`src/rtl/seq_restoring_divider_pkg.sv`:
```
// Shared definitions for the sequential restoring divider: state encodings
// and the default operand / iteration-counter widths.
package seq_restoring_divider_pkg;

   localparam int DEF_WIDTH = 32;
   localparam int DEF_CNT_W = 6;

   typedef enum logic [1:0] {
      S_IDLE = 2'd0,
      S_RUN  = 2'd1,
      S_DONE = 2'd2
   } divState_t;

   // Number of counter bits needed to index WIDTH iterations.
   function automatic int minCountBits(input int width);
      int bits;
      bits = 1;
      while ((1 << bits) <= width) bits++;
      return bits;
   endfunction

endpackage

```
`src/rtl/seq_restoring_divider_trial_subtractor.sv`:
```
// Combinational N-bit ripple subtractor (a - b) built from a chain of full
// subtractors, one per bit. o_borrowOut is the borrow leaving the MSB stage,
// which is high exactly when a < b as unsigned numbers.
module trial_subtractor #(
   parameter int N = 33
) (
   input  logic [N-1:0] i_a,
   input  logic [N-1:0] i_b,
   output logic [N-1:0] o_diff,
   output logic         o_borrowOut
);

   logic [N:0] w_borrow;

   assign w_borrow[0] = 1'b0;

   for (genvar g = 0; g < N; g++) begin : g_stage
      assign o_diff[g]       = i_a[g] ^ i_b[g] ^ w_borrow[g];
      assign w_borrow[g + 1] = (~i_a[g] & i_b[g]) | (~(i_a[g] ^ i_b[g]) & w_borrow[g]);
   end

   assign o_borrowOut = w_borrow[N];

endmodule

```
`src/rtl/seq_restoring_divider.sv`:
```
// Multi-cycle unsigned restoring divider. One trial subtraction per clock in
// RUN; the subtractor's borrow decides whether the partial remainder is
// restored (quotient bit 0) or replaced by the difference (quotient bit 1).
// A zero divisor skips the iterations and reports div_by_zero directly.
module seq_restoring_divider
   import seq_restoring_divider_pkg::*;
#(
   parameter int WIDTH = DEF_WIDTH,
   parameter int CNT_W = DEF_CNT_W
) (
   input  logic             clk,
   input  logic             rst,
   input  logic             start,
   input  logic [WIDTH-1:0] dividend,
   input  logic [WIDTH-1:0] divisor,
   output logic             busy,
   output logic             done,
   output logic [WIDTH-1:0] quotient,
   output logic [WIDTH-1:0] remainder,
   output logic             div_by_zero
);

   localparam logic [CNT_W-1:0] LAST_COUNT = CNT_W'(WIDTH - 1);

   divState_t        r_state;
   divState_t        w_nextState;
   logic [CNT_W-1:0] r_count;
   logic [WIDTH-1:0] r_q;
   logic [WIDTH-1:0] r_r;
   logic [WIDTH-1:0] r_divisor;
   logic [WIDTH-1:0] r_quotient;
   logic [WIDTH-1:0] r_remainder;
   logic             r_divByZero;

   logic [WIDTH:0]   w_shiftedRem;
   logic [WIDTH:0]   w_trialDiff;
   logic             w_borrow;
   logic             w_restore;
   logic [WIDTH:0]   w_nextRemWide;
   logic [WIDTH-1:0] w_nextRem;
   logic [WIDTH-1:0] w_nextQ;
   logic             w_divisorZero;
   logic             w_lastIter;

   // Shift the next dividend bit into the partial remainder for the trial.
   assign w_shiftedRem  = {r_r, r_q[WIDTH-1]};
   assign w_divisorZero = (divisor == '0);
   assign w_lastIter    = (r_count == LAST_COUNT);

   trial_subtractor #(
      .N (WIDTH + 1)
   ) u_trialSub (
      .i_a         (w_shiftedRem),
      .i_b         ({1'b0, r_divisor}),
      .o_diff      (w_trialDiff),
      .o_borrowOut (w_borrow)
   );

   // A non-borrowing difference is always below the divisor, so its top bit
   // is zero; folding that bit into the select keeps the narrowed remainder
   // exact without a separate truncation path.
   assign w_restore     = w_borrow | w_trialDiff[WIDTH];
   assign w_nextRemWide = w_restore ? w_shiftedRem : w_trialDiff;
   assign w_nextRem     = w_nextRemWide[WIDTH-1:0];
   assign w_nextQ       = {r_q[WIDTH-2:0], ~w_restore};

   // State register; reset always returns the controller to IDLE.
   always_ff @(posedge clk) begin
      if (rst) begin
         r_state <= S_IDLE;
      end else begin
         r_state <= w_nextState;
      end
   end

   // Next-state selection and the status outputs decoded from the state.
   always_comb begin
      w_nextState = r_state;
      busy        = 1'b0;
      done        = 1'b0;
      case (r_state)
         S_IDLE: begin
            if (start) begin
               w_nextState = w_divisorZero ? S_DONE : S_RUN;
            end
         end
         S_RUN: begin
            busy = 1'b1;
            if (w_lastIter) begin
               w_nextState = S_DONE;
            end
         end
         S_DONE: begin
            done        = 1'b1;
            w_nextState = S_IDLE;
         end
         default: begin
            w_nextState = S_IDLE;
         end
      endcase
   end

   // Datapath: operand capture on accept, one iteration per RUN cycle, and
   // result registers that only change when the controller enters DONE.
   always_ff @(posedge clk) begin
      if (rst) begin
         r_count     <= '0;
         r_q         <= '0;
         r_r         <= '0;
         r_divisor   <= '0;
         r_quotient  <= '0;
         r_remainder <= '0;
         r_divByZero <= 1'b0;
      end else begin
         case (r_state)
            S_IDLE: begin
               if (start) begin
                  r_divByZero <= w_divisorZero;
                  if (w_divisorZero) begin
                     r_quotient  <= '1;
                     r_remainder <= dividend;
                  end else begin
                     r_q       <= dividend;
                     r_r       <= '0;
                     r_divisor <= divisor;
                     r_count   <= '0;
                  end
               end
            end
            S_RUN: begin
               r_q     <= w_nextQ;
               r_r     <= w_nextRem;
               r_count <= r_count + CNT_W'(1);
               if (w_lastIter) begin
                  r_quotient  <= w_nextQ;
                  r_remainder <= w_nextRem;
               end
            end
            default: begin
            end
         endcase
      end
   end

   assign quotient    = r_quotient;
   assign remainder   = r_remainder;
   assign div_by_zero = r_divByZero;

endmodule

```
`config.mk`:
```
export PLATFORM = sky130hd
export DESIGN_NAME = seq_restoring_divider
export DESIGN_NICKNAME = d
export VERILOG_FILES = /design/src/rtl/seq_restoring_divider_pkg.sv /design/src/rtl/seq_restoring_divider_trial_subtractor.sv /design/src/rtl/seq_restoring_divider.sv
export SDC_FILE = /design/constraint.sdc
export NUM_CORES = 1
export LEC_CHECK = 0
export ABC_AREA = 1
export CAP_MARGIN = 15
export CORE_ASPECT_RATIO = 1.25
export CORE_MARGIN = 2
export CORE_UTILIZATION = 40
export CTS_CLUSTER_SIZE = 10
export DETAILED_ROUTE_END_ITERATION = 7
export SYNTH_ARGS = -nofsm -noshare
export SYNTH_HDL_FRONTEND = slang
export SYNTH_SLANG_ARGS = --single-unit
export TNS_END_PERCENT = 5
```
`constraint.sdc`:
```
create_clock -name clk -period 14.17 [get_ports clk]
set_input_delay 2.834 -clock clk [delete_from_list [all_inputs] [get_ports clk]]
set_output_delay 2.834 -clock clk [all_outputs]
set_load 0.05 [all_outputs]
```
==> Word-level counts from Yosys, hierarchy flattened <==
Cells that the tools add are included.
{ "totals": {"reg_bits": 169, "latch_bits": 0, "mem_bits_rw": 0, "rom_bits": 0, "in_bits": 67, "out_inout_bits": 67, "mem_count": 0} }
{ "classes": {"addsub": 1, "multipliers": 0, "div_mod_pow": 0, "order_cmp": 0, "eq_ne": 7, "n_shift": 0, "muxes": 24, "bitwise_logic": 226, "reduce_logical": 8} }
{ "ops": {"columns": ["operator", "n"], "rows": [
  ["two-way mux 32 bit", 11],
  ["case mux 32 bit (2 select lines)", 4],
  ["inverter 1 bit", 66],
  ["AND 1 bit", 64],
  ["bitwise XOR 1 bit", 64],
  ["logical NOT 32 bit", 1],
  ["bitwise OR 1 bit", 32],
  ["two-way mux 6 bit", 2],
  ["case mux 6 bit (2 select lines)", 1],
  ["inequality test 2 bit, second input constant", 4],
  ["adder 6 x 1 -> 6 bit, second input constant", 1],
  ["equality test 6 x 5 -> 1 bit, second input constant", 1],
  ["two-way mux 2 bit", 3],
  ["AND reduction 3 bit", 2],
  ["case mux 2 bit (2 select lines)", 1],
  ["AND reduction 2 bit", 2],
  ["AND reduction 4 bit", 1],
  ["equality test 2 x 1 -> 1 bit, second input constant", 1],
  ["equality test 2 bit, second input constant", 1],
  ["logical NOT 2 bit", 1],
  ["two-way mux 1 bit", 2],
  ["nonzero test 2 bit", 1]
]} }

==> Longest topological paths before layout <==
Gate-level depths: netlist (run 1).
{ "logic_depth": {"depth_word": 69, "mapped_depth": 46} }

==> Modules after synthesis <==
From an unflattened synthesis (run 1), not the netlist that was laid out.
{ "hier_totals": {"cells_unflattened": 1319, "area_unflattened_um2": 8992.4} }
{ "modules_own_cells": {"columns": ["mod", "n_inst", "cells_each", "area_each_um2", "seq_area_each_um2"], "rows": [
  ["seq_restoring_divider", 1, 1218, 8084.0, 3383.2],
  ["trial_subtractor", 1, 101, 908.4, 0.0]
]} }

==> Worst setup path before layout (run 1) <==
Ideal clock, no wire load.
{ "synth_timing": {"kind": "reg2reg", "start": "register r_q[31]", "end": "register r_remainder[10], in the netlist remainder[10]", "setup_time_ns": 0.064, "arrival_ns": 12.768, "t_required_ns": 14.106, "path_slack_ns": 1.337, "path_stages_with_launch": 47, "path_buffers": 1, "cell_sequence": "dfxtp_1 inv_1 ha_1 inv_1 fa_1 fa_1 fa_1 fa_1 fa_1 fa_1 fa_1 fa_1 fa_1 fa_1 fa_1 fa_1 fa_1 fa_1 [... 11 more ...] fa_1 fa_1 fa_1 fa_1 inv_1 fa_1 fa_1 inv_1 nand2_1 nand2_1 nor2_2 buf_2 nand2_1 nand2_1 nor2_1 nand3_1 nand2_1 nor2_1"} }
{ "synth_between": {"elab_chain_cells": 69, "word_cells_on_any_way": 71, "classes_between": "mux: 3; bitwise: 68"} }
{ "synth_lines": {"columns": ["element", "line", "text"], "rows": [
  ["from (decl)", "seq_restoring_divider.sv:28", "logic [WIDTH-1:0] r_q;"],
  ["from (signal assigned)", "seq_restoring_divider.sv:123", "r_q <= dividend;"],
  ["from (signal assigned)", "seq_restoring_divider.sv:131", "r_q <= w_nextQ;"],
  ["inverter 1 bit *", "seq_restoring_divider_trial_subtractor.sv:19", "assign w_borrow[g + 1] = (~i_a[g] & i_b[g]) | (~(i_a[g] ^ i_b[g]) & w_borrow[g]);"],
  ["AND 1 bit * (2 in series)", "seq_restoring_divider_trial_subtractor.sv:19", null],
  ["bitwise OR 1 bit *", "seq_restoring_divider_trial_subtractor.sv:19", null],
  ["AND 1 bit *", "seq_restoring_divider_trial_subtractor.sv:19", null],
  ["bitwise OR 1 bit *", "seq_restoring_divider_trial_subtractor.sv:19", null],
  ["AND 1 bit *", "seq_restoring_divider_trial_subtractor.sv:19", null],
  ["bitwise OR 1 bit *", "seq_restoring_divider_trial_subtractor.sv:19", null],
  ["AND 1 bit *", "seq_restoring_divider_trial_subtractor.sv:19", null],
  ["[... 52 more ...]", null, null],
  ["bitwise OR 1 bit", "seq_restoring_divider_trial_subtractor.sv:19", null],
  ["AND 1 bit", "seq_restoring_divider_trial_subtractor.sv:19", null],
  ["bitwise OR 1 bit", "seq_restoring_divider_trial_subtractor.sv:19", null],
  ["AND 1 bit or bitwise XOR 1 bit (tied branches)", "seq_restoring_divider_trial_subtractor.sv:19, seq_restoring_divider_trial_subtractor.sv:18", null],
  ["bitwise OR 1 bit", "seq_restoring_divider.sv:62", "assign w_restore = w_borrow | w_trialDiff[WIDTH];"],
  ["two-way mux 32 bit *", "seq_restoring_divider.sv:63", "assign w_nextRemWide = w_restore ? w_shiftedRem : w_trialDiff;"],
  ["two-way mux 32 bit *", "seq_restoring_divider.sv:134", "if (w_lastIter) begin"],
  ["case mux 32 bit (2 select lines) *", "seq_restoring_divider.sv:115", "case (r_state)"],
  ["to (signal assigned)", "seq_restoring_divider.sv:121", "r_remainder <= dividend;"],
  ["to (signal assigned)", "seq_restoring_divider.sv:136", "r_remainder <= w_nextRem;"],
  ["to (decl)", "seq_restoring_divider.sv:32", "logic [WIDTH-1:0] r_remainder;"]
]} }
Mark *: on every way between the ends. The rest lies on a longest branch, timed or not. The select of a mux whose other input is x is not followed.
A chain may end at the register's enable or synchronous reset.

==> Final worst setup path (run 1) <==
{ "layout_timing": {"start": "register r_q[31]", "end": "register r_remainder[23], in the netlist remainder[23]"} }
{ "layout_between": {"elab_chain_cells": 69, "word_cells_on_any_way": 71, "classes_between": "mux: 3; bitwise: 68"} }
{ "layout_lines": {"columns": ["element", "line"], "rows": [
  ["inverter 1 bit *", "seq_restoring_divider_trial_subtractor.sv:19"],
  ["AND 1 bit * (2 in series)", "seq_restoring_divider_trial_subtractor.sv:19"],
  ["bitwise OR 1 bit *", "seq_restoring_divider_trial_subtractor.sv:19"],
  ["AND 1 bit *", "seq_restoring_divider_trial_subtractor.sv:19"],
  ["bitwise OR 1 bit *", "seq_restoring_divider_trial_subtractor.sv:19"],
  ["AND 1 bit *", "seq_restoring_divider_trial_subtractor.sv:19"],
  ["bitwise OR 1 bit *", "seq_restoring_divider_trial_subtractor.sv:19"],
  ["AND 1 bit *", "seq_restoring_divider_trial_subtractor.sv:19"],
  ["[... 52 more ...]", null],
  ["bitwise OR 1 bit", "seq_restoring_divider_trial_subtractor.sv:19"],
  ["AND 1 bit", "seq_restoring_divider_trial_subtractor.sv:19"],
  ["bitwise OR 1 bit", "seq_restoring_divider_trial_subtractor.sv:19"],
  ["AND 1 bit or bitwise XOR 1 bit (tied branches)", "seq_restoring_divider_trial_subtractor.sv:19, seq_restoring_divider_trial_subtractor.sv:18"],
  ["bitwise OR 1 bit", "seq_restoring_divider.sv:62"],
  ["two-way mux 32 bit *", "seq_restoring_divider.sv:63"],
  ["two-way mux 32 bit *", "seq_restoring_divider.sv:134"],
  ["case mux 32 bit (2 select lines) *", "seq_restoring_divider.sv:115"]
]} }
Marked as above.

==> summary by stage, run 1 <==
Floorplanning
The region available for standard cell placement spans 21500 um^2. The horizontal die dimension is 136 um. The overall die area is 23100 um^2. The initial standard-cell utilization of the core is 0.406. The die is 169 um tall. 134 I/O pins were placed.

The number of rows created at floorplan is 60.

Route
After the first detailed-routing iteration, the DRC count stood at 505. Before antenna repair, the detailed router went through 4 iterations. The final antenna-violating net count is 0. Summed over all layers, the routed wires come to 22500 um. For this run, design rule violations remaining after detail routing come to 0. The detail-routed net length per standard cell is 13.4 um.

The final route contains 7978 vias. Dividing the detail-routed via count by the number of cells gives 4.74.

Power and ir drop
The power per cell area is 125 nW/um^2. Summed over all cells, the static leakage comes to 4.79 nW. The total power is 1.35 mW. VDD sags by at most 0.0850 mV.

Synth
The post-synthesis instance area is 8750 um^2. Of the total synthesized cell area, the portion taken by XOR and XNOR cells is 0. The mean instance size in the synthesized netlist is 6.66 um^2. In the post-synthesis netlist, the biggest area contributors are sky130_fd_sc_hd__dfxtp_1, sky130_fd_sc_hd__nand2_1, sky130_fd_sc_hd__inv_1. The synthesized-area fraction occupied by ao, oa, aoi and oai cells was 0.101. Synthesis handed over a netlist of 1314 instances. In this run, synthesis inferred 0 flip-flops with an integrated enable.

The arithmetic-cell share of the synthesized area counting full adders, half adders and majority gates is 0.0737. The main combinational cell family by area after synthesis is simple AND/OR/NAND/NOR gates. The share of the Yosys chip area taken by registers is 0.386. Of the total synthesized cell area, the portion taken by AND, OR, NAND and NOR gates is 0.302. Synthesis instantiated 25 different standard cells from the library. The portion of synthesized area spent on multiplexers is 0.

The largest area contributor in the netlist is sky130_fd_sc_hd__dfxtp_1. The total nets after synthesis is 1414. Yosys printed 0 warnings. The top-area cell type share of the netlist area is 0.386. The share of synthesized registers carrying an async set or reset is 0. In this run, synthesis produced a sequential element count of 169.

The most used flip-flop cell after synthesis is sky130_fd_sc_hd__dfxtp_1.

Cells and area
The ratio of cells with drive above 1 in the final layout is 0.0384. The final net count is 1492. The antenna cell count is 0.

The layout-stage area growth over the synthesis result is 22.7%. Measured on the finished design, the core utilization comes to 0.498.

STA
On the final layout, the worst hold slack is 462 ps. Timing would allow up to 0.0739 GHz. For the final database, setup skew stands at 10.9 ps. Setup repair after global routing left no endpoint under its margin. The setup TNS after final layout is 0 ps.

The final setup violation count is 0. The worst pin sits at a relative slew slack of 0.281. The final cycle utilization of the critical path is 0.955.

The number of endpoints with negative hold slack in the final report was 0. The clock period could shrink to 13530 ps. The transition time at the pin with the least slew margin is 1080 ps. The count of pins over their slew limit came to 0.

Clocking
The clock insertion delay at the later pin of the skew report is 430 ps. The number of buffers added by the clock tree synthesis step is 17. The clock net in this run drives a total of 169 sinks.

The H-tree was split into 4 levels. The tree is rooted in a sky130_fd_sc_hd__clkbuf_16. The hold-fix buffer count after cts is 0. The number of buffers added for setup after CTS is 0.

Clock-pin slew was measured on the worst setup and hold paths at 70 ps. The clock passes through at most 2 buffers. The clock tree from TritonCTS is yes.

Critical path
For this design, the slowest cell found on the critical path is sky130_fd_sc_hd__fa_1. STA puts the critical path data arrival time at 13900 ps. The number of cells on the worst reg-to-reg path is 44. In this design, the stage delay of the slowest critical-path cell is 410 ps. The start-to-end type of the worst setup path is flip-flop to flip-flop. Setup slack on the worst reg-to-reg path comes out at 640 ps. The capture instance of the worst register-to-register path is remainder[23]. STA puts the critical path data required time at 14540 ps.

The most frequent cell on the critical path is sky130_fd_sc_hd__fa_1. The maximum fanout along the worst path is 33. The kind of end point of the critical path is a flip-flop. The critical path startpoint category is a flip-flop.

In this run the critical register-to-register path is launched from r_q[31].

Run
Across the run, the number of max-cap violations was 0.

Worst hold path
The hold-critical path depth is 2. The worst hold path begins at r_q[17]. The path with the worst hold slack has its endpoint at r_q[17]. The path class of the lowest-slack min-delay path is flip-flop to flip-flop.

Place
The congestion estimate from routability-driven global placement came to 0.775. Once detailed placement completed, the half-perimeter wirelength came to 15000 um. The count of buffers inserted at the top-level ports is 133.

Global route
The first global-routing pass estimated 37100 um of wire. The number of antenna violations at the first check in global routing is 0. Across every metal layer, demand over resource in global routing totals 0.200. The number of global-route vias before repair is 7205. Entering global routing, the biggest net connects 106 pins. The global-route congestion overflow total is 0.

Status
The run finished with clean final reports.
-- routing by layer --
| metal | part of all wire | track usage | up-vias | wire [um] |
|---|---|---|---|---|
| li1 | - | - | 4194 | - |
| met1 | 0.49 | 0.288 | 3592 | 11100 |
| met2 | 0.45 | 0.310 | 176 | 10200 |
| met3 | 0.041 | 0.0329 | 16 | 916 |
| met4 | 0.014 | 0.0539 | 0 | 315 |
| met5 | 0 | 0 | - | 0 |
-- critical path, delay by kind of cell (launching register included) --
kind                       cells  cell delay, ps
AOI/OAI and AO/OA              1             130
adders and majority gates     32           11950
buffers and inverters          4             460
DFF                            1             320
and+or+nand+nor                7             600
-- area by class of cell --
class | instances | area, um^2
well taps | 279 | 349
repair buffers | 143 | 1420
flip-flops and latches | 169 | 3380
inverters | 211 | 792
clock buffers | 21 | 460
multi-input cells | 850 | 4190
clock inverters | 11 | 145
fillers | 2231 | 10800
-- cell families (layout without fill, tap and decap cells) --
family / after synthesis / count (layout)
AOI/OAI and AO/OA: 175 / 175
adders and majority gates: 33 / 33
buffers and inverters: 295 / 386
DFF: 169 / 169
and+or+nand+nor: 642 / 642
-- cells in the mapped netlist, types with 3 or more instances --
cell type / n
sky130_fd_sc_hd__inv_2: 3
sky130_fd_sc_hd__clkbuf_1: 36
sky130_fd_sc_hd__buf_1: 11
sky130_fd_sc_hd__o21ai_0: 34
sky130_fd_sc_hd__nor2_1: 157
sky130_fd_sc_hd__nor2_2: 3
sky130_fd_sc_hd__nand2_1: 344
sky130_fd_sc_hd__inv_1: 207
sky130_fd_sc_hd__buf_4: 12
sky130_fd_sc_hd__nand4_1: 33
sky130_fd_sc_hd__dfxtp_1: 169
sky130_fd_sc_hd__buf_2: 23
sky130_fd_sc_hd__a21oi_1: 139
sky130_fd_sc_hd__fa_1: 31
sky130_fd_sc_hd__nand3_1: 100
-- state kept, by name (all words and copies together) (netlist names) --
register     count
quotient        32
r_divisor       32
r_q             32
r_r             32
remainder       32
r_count          6
r_state          2
div_by_zero      1
-- metrics by stage --
stage | area, um^2 | cells | worst slack, ps
2_1_floorplan | 8750 | 1314 | 1340
3_3_place_gp | 10100 | 1652 | 639
3_5_place_dp | 10100 | 1652 | 574
4_1_cts | 10700 | 1684 | 528
5_1_grt | 10700 | 1684 | 5.50
6_report | 10700 | 1684 | 644
-- how the worst max path moves through the flow --
stage                  from  slack, ps  cells past startpoint            end
floorplan           r_q[31]       1340                     46  remainder[10]
global placement    r_q[31]        640                     46  remainder[23]
detailed placement  r_q[31]        570                     46  remainder[11]
CTS                 r_q[31]        530                     46  remainder[14]
global route        r_q[31]          6                     46   remainder[3]
finish              r_q[31]        640                     44  remainder[23]
-- cell usage in the layout, fill, tap and decap left out, types with 8 or more instances in the layout --
master / count
sky130_fd_sc_hd__inv_1: 207
sky130_fd_sc_hd__buf_4: 8
sky130_fd_sc_hd__nand3_1: 100
sky130_fd_sc_hd__o21ai_0: 34
sky130_fd_sc_hd__nand4_1: 33
sky130_fd_sc_hd__nand2_1: 343
sky130_fd_sc_hd__dfxtp_1: 169
sky130_fd_sc_hd__a21oi_1: 139
sky130_fd_sc_hd__fa_1: 31
sky130_fd_sc_hd__clkbuf_16: 17
sky130_fd_sc_hd__clkdlybuf4s50_1: 132
sky130_fd_sc_hd__nor2_1: 156
-- timing repair --
action | in CTS | in global routing
resized for setup | 0 | 4
endpoints found under the hold margin | 0 | 0
setup endpoints to repair | 0 | 32
-- report_power, final --
group / internal (mW) / switching, mW
registers: 0.512 / 0.0186
logic: 0.112 / 0.220
clock network: 0.287 / 0.196
(Power assumes the default switching activity.)
==> run 2: changes to the inputs <==
- SKIP_LAST_GASP: unset -> 1
==> results of run 2 <==
Same layout as run 1: the final DEF is identical, and so are final timing and power.
==> run 3: changes to the inputs <==
- CTS_CLUSTER_DIAMETER: unset -> 40
==> results of run 3 <==
Same layout as run 1: the final DEF is identical, and so are final timing and power.
